`config.mk`:
```
export PLATFORM = sky130hd
export DESIGN_NAME = seq_match_sched
export DESIGN_NICKNAME = d
export VERILOG_FILES = /design/src/rtl/seq_pkg.sv /design/src/rtl/seq_match_core.sv /design/src/rtl/seq_match_sched.sv
export SDC_FILE = /design/constraint.sdc
export NUM_CORES = 1
export LEC_CHECK = 0
export BUFFER_PORTS_ARGS = -buffer_cell sky130_fd_sc_hd__buf_2
export CAP_MARGIN = 0
export CELL_PAD_IN_SITES_DETAIL_PLACEMENT = 0
export CELL_PAD_IN_SITES_GLOBAL_PLACEMENT = 1
export CORE_ASPECT_RATIO = 0.5
export CORE_MARGIN = 5
export CORE_UTILIZATION = 35
export DETAILED_ROUTE_END_ITERATION = 16
export HOLD_SLACK_MARGIN = 0.08
export PLACE_DENSITY = 0.73
export SYNTH_ARGS = -nofsm -noshare
export SYNTH_HDL_FRONTEND = slang
export SYNTH_SLANG_ARGS = --single-unit
```
`constraint.sdc`:
```
create_clock -name clk -period 6 [get_ports clk]
set_input_delay 1.2 -clock clk [delete_from_list [all_inputs] [get_ports clk]]
set_output_delay 1.2 -clock clk [all_outputs]
set_load 0.02 [all_outputs]
```
`src/rtl/seq_pkg.sv`:
```
// rtl/seq_pkg.sv - shared FSM type, default pattern and index-width helper
package seq_pkg;

    typedef enum logic [1:0] {IDLE, GRANT, RUN, DONE} state_e;

    localparam int PAT_W_DEF = 4;
    localparam logic [PAT_W_DEF-1:0] PATTERN_DEF = 4'b0110;

    function automatic int idx_w(input int n);
        return (n > 1) ? $clog2(n) : 1;
    endfunction

endpackage

```
`src/rtl/seq_match_core.sv`:
```
// rtl/seq_match_core.sv - serial pattern detector with fill tracking and saturating hit counter
module seq_match_core
    import seq_pkg::*;
#(
    parameter int PAT_W = PAT_W_DEF,
    parameter logic [PAT_W-1:0] PATTERN = PATTERN_DEF,
    parameter int CNT_W = 8
) (
    input  logic             clk,
    input  logic             rst_n,
    input  logic             clr,
    input  logic             bit_en,
    input  logic             bit_in,
    output logic             hit,
    output logic [CNT_W-1:0] count_next
);

    localparam int FILL_W = $clog2(PAT_W + 1);
    localparam logic [FILL_W-1:0] FILL_FULL = FILL_W'(PAT_W);

    logic [PAT_W-1:0]  shift_q, shift_d;
    logic [FILL_W-1:0] fill_q, fill_d;
    logic [CNT_W-1:0]  count_q, count_d;

    // hit and count_next reflect the bit being accepted this cycle, so the
    // scheduler can register a final-bit match into done_count directly.
    always_comb begin
        shift_d = shift_q;
        fill_d  = fill_q;
        count_d = count_q;
        hit     = 1'b0;
        if (clr) begin
            shift_d = '0;
            fill_d  = '0;
            count_d = '0;
        end else if (bit_en) begin
            shift_d = {shift_q[PAT_W-2:0], bit_in};
            fill_d  = (fill_q == FILL_FULL) ? fill_q : fill_q + 1'b1;
            hit     = (fill_d == FILL_FULL) && (shift_d == PATTERN);
            if (hit && (count_q != '1)) begin
                count_d = count_q + 1'b1;
            end
        end
        count_next = count_d;
    end

    always_ff @(posedge clk or negedge rst_n) begin
        if (!rst_n) begin
            shift_q <= '0;
            fill_q  <= '0;
            count_q <= '0;
        end else begin
            shift_q <= shift_d;
            fill_q  <= fill_d;
            count_q <= count_d;
        end
    end

endmodule

```
`src/rtl/seq_match_sched.sv`:
```
// rtl/seq_match_sched.sv - round-robin owner of one shared pattern-match engine
module seq_match_sched
    import seq_pkg::*;
#(
    parameter int NCH = 4,
    parameter int PAT_W = PAT_W_DEF,
    parameter logic [PAT_W-1:0] PATTERN = PATTERN_DEF,
    parameter int CNT_W = 8,
    parameter int IDX_W = idx_w(NCH)
) (
    input  logic             clk,
    input  logic             rst_n,
    input  logic [NCH-1:0]   req,
    input  logic [NCH-1:0]   req_data,
    input  logic [NCH-1:0]   req_valid,
    input  logic [NCH-1:0]   req_last,
    output logic [NCH-1:0]   gnt,
    output logic             match,
    output logic [IDX_W-1:0] match_ch,
    output logic             done,
    output logic [IDX_W-1:0] done_ch,
    output logic [CNT_W-1:0] done_count
);

    state_e           state_q, state_d;
    logic [IDX_W-1:0] ptr_q, ptr_d;
    logic [IDX_W-1:0] ch_q, ch_d;
    logic [NCH-1:0]   gnt_q, gnt_d;
    logic             match_q, match_d;
    logic [IDX_W-1:0] match_ch_q, match_ch_d;
    logic             done_q, done_d;
    logic [IDX_W-1:0] done_ch_q, done_ch_d;
    logic [CNT_W-1:0] done_count_q, done_count_d;

    logic             acc, bit_in, bit_last, core_clr, hit;
    logic [CNT_W-1:0] cnt_next;
    logic [IDX_W-1:0] win;
    int               best_dist;

    // Winner is the requester closest to ptr_q going upward with wrap.
    always_comb begin
        win       = '0;
        best_dist = NCH;
        for (int j = 0; j < NCH; j++) begin
            if (req[j] && (((j - int'(ptr_q) + NCH) % NCH) < best_dist)) begin
                best_dist = (j - int'(ptr_q) + NCH) % NCH;
                win       = IDX_W'(j);
            end
        end
    end

    assign acc      = (state_q == RUN) && req_valid[ch_q];
    assign bit_in   = req_data[ch_q];
    assign bit_last = req_last[ch_q];
    assign core_clr = (state_q == GRANT);

    seq_match_core #(
        .PAT_W   (PAT_W),
        .PATTERN (PATTERN),
        .CNT_W   (CNT_W)
    ) u_core (
        .clk        (clk),
        .rst_n      (rst_n),
        .clr        (core_clr),
        .bit_en     (acc),
        .bit_in     (bit_in),
        .hit        (hit),
        .count_next (cnt_next)
    );

    always_comb begin
        state_d      = state_q;
        ptr_d        = ptr_q;
        ch_d         = ch_q;
        gnt_d        = gnt_q;
        match_d      = 1'b0;
        match_ch_d   = match_ch_q;
        done_d       = 1'b0;
        done_ch_d    = done_ch_q;
        done_count_d = done_count_q;
        case (state_q)
            IDLE: begin
                if (|req) begin
                    state_d = GRANT;
                    ch_d    = win;
                    ptr_d   = (int'(win) == NCH - 1) ? '0 : win + 1'b1;
                end
            end
            GRANT: begin
                state_d = RUN;
                gnt_d   = NCH'(1) << ch_q;
            end
            RUN: begin
                if (acc) begin
                    match_d = hit;
                    if (hit) begin
                        match_ch_d = ch_q;
                    end
                    if (bit_last) begin
                        state_d      = DONE;
                        gnt_d        = '0;
                        done_d       = 1'b1;
                        done_ch_d    = ch_q;
                        done_count_d = cnt_next;
                    end
                end
            end
            DONE:    state_d = IDLE;
            default: state_d = IDLE;
        endcase
    end

    always_ff @(posedge clk or negedge rst_n) begin
        if (!rst_n) begin
            state_q      <= IDLE;
            ptr_q        <= '0;
            ch_q         <= '0;
            gnt_q        <= '0;
            match_q      <= 1'b0;
            match_ch_q   <= '0;
            done_q       <= 1'b0;
            done_ch_q    <= '0;
            done_count_q <= '0;
        end else begin
            state_q      <= state_d;
            ptr_q        <= ptr_d;
            ch_q         <= ch_d;
            gnt_q        <= gnt_d;
            match_q      <= match_d;
            match_ch_q   <= match_ch_d;
            done_q       <= done_d;
            done_ch_q    <= done_ch_d;
            done_count_q <= done_count_d;
        end
    end

    assign gnt        = gnt_q;
    assign match      = match_q;
    assign match_ch   = match_ch_q;
    assign done       = done_q;
    assign done_ch    = done_ch_q;
    assign done_count = done_count_q;

endmodule

```
# ---- Word level (Yosys, flattened, before mapping)
# Cells that the tools add are included.
dict set report op_classes {
  add_sub_neg 11
  magnitude_cmp 5
  eq_ne 11
  shifts 1
  n_mux 35
  bitwise_logic 4
  n_reduce_logical 20
}
# operator count
set op_table {}
lappend op_table {{$lt 3x32->1} 3}
lappend op_table {{$mux 32} 3}
lappend op_table {{$mux 8} 3}
lappend op_table {{$add 3x4->5 const B} 4}
lappend op_table {{$mux 3} 5}
lappend op_table {{$mux 2} 6}
lappend op_table {{$reduce_and 3->1} 4}
lappend op_table {{$mux 1} 11}
lappend op_table {{$add 8x1->8 const B} 1}
lappend op_table {{$mux 4} 2}
lappend op_table {{$ne 8x8->1 const B} 1}
lappend op_table {{$pmux 2 s4} 1}
lappend op_table {{$pmux 4 s2} 1}
lappend op_table {{$reduce_or 2->1} 4}
lappend op_table {{$logic_and 1x1->1} 7}
lappend op_table {{$bmux 1 s2} 3}
lappend op_table {{$eq 3x3->1 const B} 2}
lappend op_table {{$ne 2x2->1 const B} 3}
lappend op_table {{$sub 1x2->3 const A} 2}
lappend op_table {{$sub 2x2->3 const A} 2}
lappend op_table {{$and 1x1->1} 4}
lappend op_table {{$eq 2x1->1 const B} 2}
lappend op_table {{$eq 2x2->1 const B} 2}
lappend op_table {{$eq 4x3->1 const B} 1}
lappend op_table {{9 further kinds} 10}
dict set report totals {
  register_bits 38
  wordCells 99
}

# ---- Longest topological paths before layout
dict set report depth {
  word_depth 18
  depth_mapped 13
  ltp_nobuf 13
}

# ---- By module
# A second synthesis with hierarchy kept.
dict set report unflattened {
  hier_cells 192
  hier_area_um2 2069.5
}
# module instances cells_per_inst area_per_inst_um2
set by_module_without_submodules {}
lappend by_module_without_submodules {seq_match_sched 1 112 1293.7}
lappend by_module_without_submodules {seq_match_core 1 80 775.7}

# ---- Worst setup path before layout
# Ideal clock, no wire load.
dict set report synth_timing {
  path_kind {input to register}
  start {input port req[1]}
  end {register ptr_q[0]}
  setup_time_ps 122
  arrival_ps 2917
  slack_ps 2961
  stages 12
  path_buffers 0
  path_cell_list {inv_1 -> and4_1 -> a21oi_1 -> ha_1 -> o21a_1 -> o22ai_1 -> nand2_1 -> o21ai_0 -> ha_1 -> o21ai_0 -> nand3b_1 -> a32o_1}
}
dict set report synth_between {
  elab_chain_len 10
  word_cells_on_any_way 15
}
# item line
set synth_rtl {}
lappend synth_rtl {{from (decl)} seq_match_sched.sv:13} ;# input logic [NCH-1:0] req,
lappend synth_rtl {{$logic_and 1x1->1} seq_match_sched.sv:45} ;# if (req[j] && (((j - int'(ptr_q) + NCH) % NCH) < best_dist)) begin
lappend synth_rtl {{$mux 32} seq_match_sched.sv:45}
lappend synth_rtl {{$lt 3x32->1} seq_match_sched.sv:45}
lappend synth_rtl {{$logic_and 1x1->1} seq_match_sched.sv:45}
lappend synth_rtl {{$mux 32} seq_match_sched.sv:45}
lappend synth_rtl {{$lt 3x32->1} seq_match_sched.sv:45}
lappend synth_rtl {{$logic_and 1x1->1} seq_match_sched.sv:45}
lappend synth_rtl {{$mux 2} seq_match_sched.sv:45}
lappend synth_rtl {{$add 2x1->2 or $eq 2x1->1 (tied branches)} seq_match_sched.sv:86} ;# ptr_d = (int'(win) == NCH - 1) ? '0 : win + 1'b1;
lappend synth_rtl {{$mux 2} seq_match_sched.sv:86}
lappend synth_rtl {{to (signal assigned)} seq_match_sched.sv:126} ;# ptr_q <= ptr_d;
lappend synth_rtl {{to (decl)} seq_match_sched.sv:26} ;# logic [IDX_W-1:0] ptr_q, ptr_d;
# Parallel ways exist; a longest one is shown, timed or not.
# A chain may end at the register's enable or synchronous reset.

# ---- Final worst setup path
# Same ends and word-level chain as after synthesis.

==> qor.txt <==
crit path kind -> input pin to flip-flop
port bufs -> 35
final worst setup slack -> 2.81 ns
actual slew at the worst max-slew pin -> 0.968 ns
DRT iter0 DRCs -> 119
vias in the first global route -> 1,854
ys flop type -> dfrtp_1
CP startpoint kind -> input pin
fmax -> 0.314 GHz
CTS sink count -> 38
Req. time, crit path -> 6.17 ns
Hold WS -> 0.477 ns
DRC viols -> 0
Post-Syn Area -> 2250 um2
Horiz. Die Dim -> 123 um
distinct cell type count after synthesis -> 50
Detail Placement HPWL -> 3.64 mm
DR WL/cell -> 14.3 um
asr flop ratio synth -> 100%
crit-path max FO -> 8
cell count after synthesis -> 238
I/O pin count -> 36
core area -> 6160 um2
Layout area overhead -> 17.0%
Die ar. -> 8220 um2
Synth Net Count -> 265
vias per inst -> 5.31
max cap viols -> 0
Initial Util -> 36.5%
CTS tree -> done
Slew headroom -> 35.2%
# rows -> 20
filler cell count -> 635
Clock Latency Late Sink -> 0.28 ns
status -> complete, no violations
initial antenna violation count -> 0
Seq/Total Area, Yosys -> 42.3%
EDFF count, synth -> 0
cell area after layout -> 2630 um2
post-synth top area share -> 42.3%
Die Span Y -> 66.7 um
Final nets -> 294
Non-Filler Instances -> 356
GRT Overall Usage -> 13.7%
# H-tree levels -> 2
period utilisation layout -> 53.1%
post-route ant nets -> 0
CTS max path bufs -> 2
clk slew on worst S/H paths -> 0.05 ns
ranking of synthesized cells by area -> dfrtp_1 (42%), mux2i_1 (5.8%), ha_1 (5.0%)
setup bufs post-CTS -> 0
RSZ-0062 raised after global routing -> no
Worst EP arrival -> 3.36 ns
placed cell count -> 348
PostCTS Resize Cnt -> 0
number of synthesis warnings -> 0
Hold Buf Count CTS -> 0
Diodes inserted -> 0
Routed WL -> 5.09 mm
setup TNS -> 0 ns
largest net degree at the start of global routing -> 39
area post-placement -> 2480 um2
Fin. Hold Viols -> 0
crit end category -> flip-flop
pwr dens -> 422 nW/um2
Final Max Slew Viols -> 0
leading cell type in the layout, fill and taps excluded -> dfrtp_1
P_leak -> 1.26 nW
Tmin final -> 3.19 ns
CTS Buf Count -> 5
syn_area_per_cell -> 9.44 um2
leading area contributor after synthesis -> dfrtp_1
Layout Skew -> 0.00368 ns
#FFs+latches synth -> 38
pre-CTS WS -> 2.54 ns
Max rail drop VDD -> 0.195 mV
total power -> 1.11 mW
number of detailed-route iterations in the first pass -> 4
share of cells above drive strength 1 -> 21.6%
final setup vio count -> 0
gr ovfl total -> 0
global-route wire length before repair -> 8.89 mm
DR vias -> 1,890
RePlAce Congestion -> 0.754
Root Driver -> clkbuf_16
Finished Core Util -> 42.7%
worst hold path type -> flip-flop to flip-flop
commonest cells after routing, fill and taps aside -> dfrtp_1 (38), buf_2 (35), nand2_1 (20)
-- layer usage --
| metal | routed length, um | GRT usage, % | share of wire, % |
|---|---|---|---|
| met4 | 51 | 4.83 | 1.0 |
| met5 | 0 | 0 | 0 |
| met2 | 2410 | 22.5 | 47 |
| met1 | 2460 | 17.8 | 48 |
| met3 | 168 | 2.97 | 3.3 |
-- registers in the layout, summed over array words and instances, names as in the netlist --
name,cells
match_ch,2
match,1
u_core.fill_q,3
done,1
gnt,4
u_core.count_q,8
u_core.shift_q,3
ptr_q,2
done_ch,2
done_count,8
ch_q,2
state_q,2
-- logic make-up after synthesis --
group,after synthesis,synth area share [%]
multiplexers,20,9.80
XOR/XNOR,2,0.780
flip-flops,38,42.3
AO/OA/AOI/OAI,47,15.0
adder cells (fa/ha/maj),9,5.01
buffers and inverters,29,5.40
AND/OR/NAND/NOR,93,21.7
-- final cells by class --
class / instances / area (um2) / area share [%]
clock buffers: 7 / 143 / 5.43
clock inverters: 1 / 5.00 / 0.190
inverters: 15 / 56.3 / 2.14
multi-input cells: 171 / 1180 / 44.9
flip-flops and latches: 38 / 951 / 36.2
well taps: 88 / 110 / 4.19
repair buffers: 36 / 183 / 6.95
-- synth_stat cells (3+ instances only) --
| cell | number |
|---|---|
| ha_1 | 9 |
| o2111ai_1 | 4 |
| nand2b_1 | 4 |
| clkbuf_1 | 7 |
| or4_1 | 3 |
| buf_2 | 4 |
| dfrtp_1 | 38 |
| o21ai_0 | 11 |
| inv_1 | 13 |
| nand3_1 | 14 |
| nand2_1 | 20 |
| mux2i_1 | 13 |
| nor2b_1 | 4 |
| a211o_1 | 4 |
| a21oi_1 | 7 |
| mux2_2 | 6 |
| o32ai_1 | 4 |
| nor3_1 | 7 |
| nand4_1 | 7 |
| nor2_1 | 16 |
| or2_2 | 4 |
-- final timing paths --
check | from | to | slack [ns] | depth (start not counted)
hold reg to reg | done_ch[0] | done_ch[0] | 0.48 | 2
min in group asynchronous | rst_n | match_ch[1] | 1.03 | 1
hold / removal | done_ch[0] | done_ch[0] | 0.48 | 2
setup / recovery | req[1] | ptr_q[0] | 2.81 | 13
max in group asynchronous | rst_n | u_core.fill_q[0] | 4.43 | 1
setup reg to reg | ch_q[0] | done_count[2] | 3.18 | 6
-- where the power goes --
| part | switching, mW | internal (mW) | total (mW) |
|---|---|---|---|
| clock network | 0.0973 | 0.165 | 0.262 |
| registers | 0.0636 | 0.321 | 0.385 |
| logic | 0.274 | 0.189 | 0.463 |
-- critical path, stage by stage --
cell and delay, ns:
buf_2 0.15, inv_1 0.07, and4_1 0.20, a21oi_1 0.17, ha_1 0.28, o22ai_1 0.16
nand2_1 0.14, nand2_1 0.09, o21ai_0 0.08, ha_1 0.27, o21ai_0 0.08, nand3b_1 0.18
a32o_1 0.28
No activity file was read; power rests on OpenSTA's default activity.
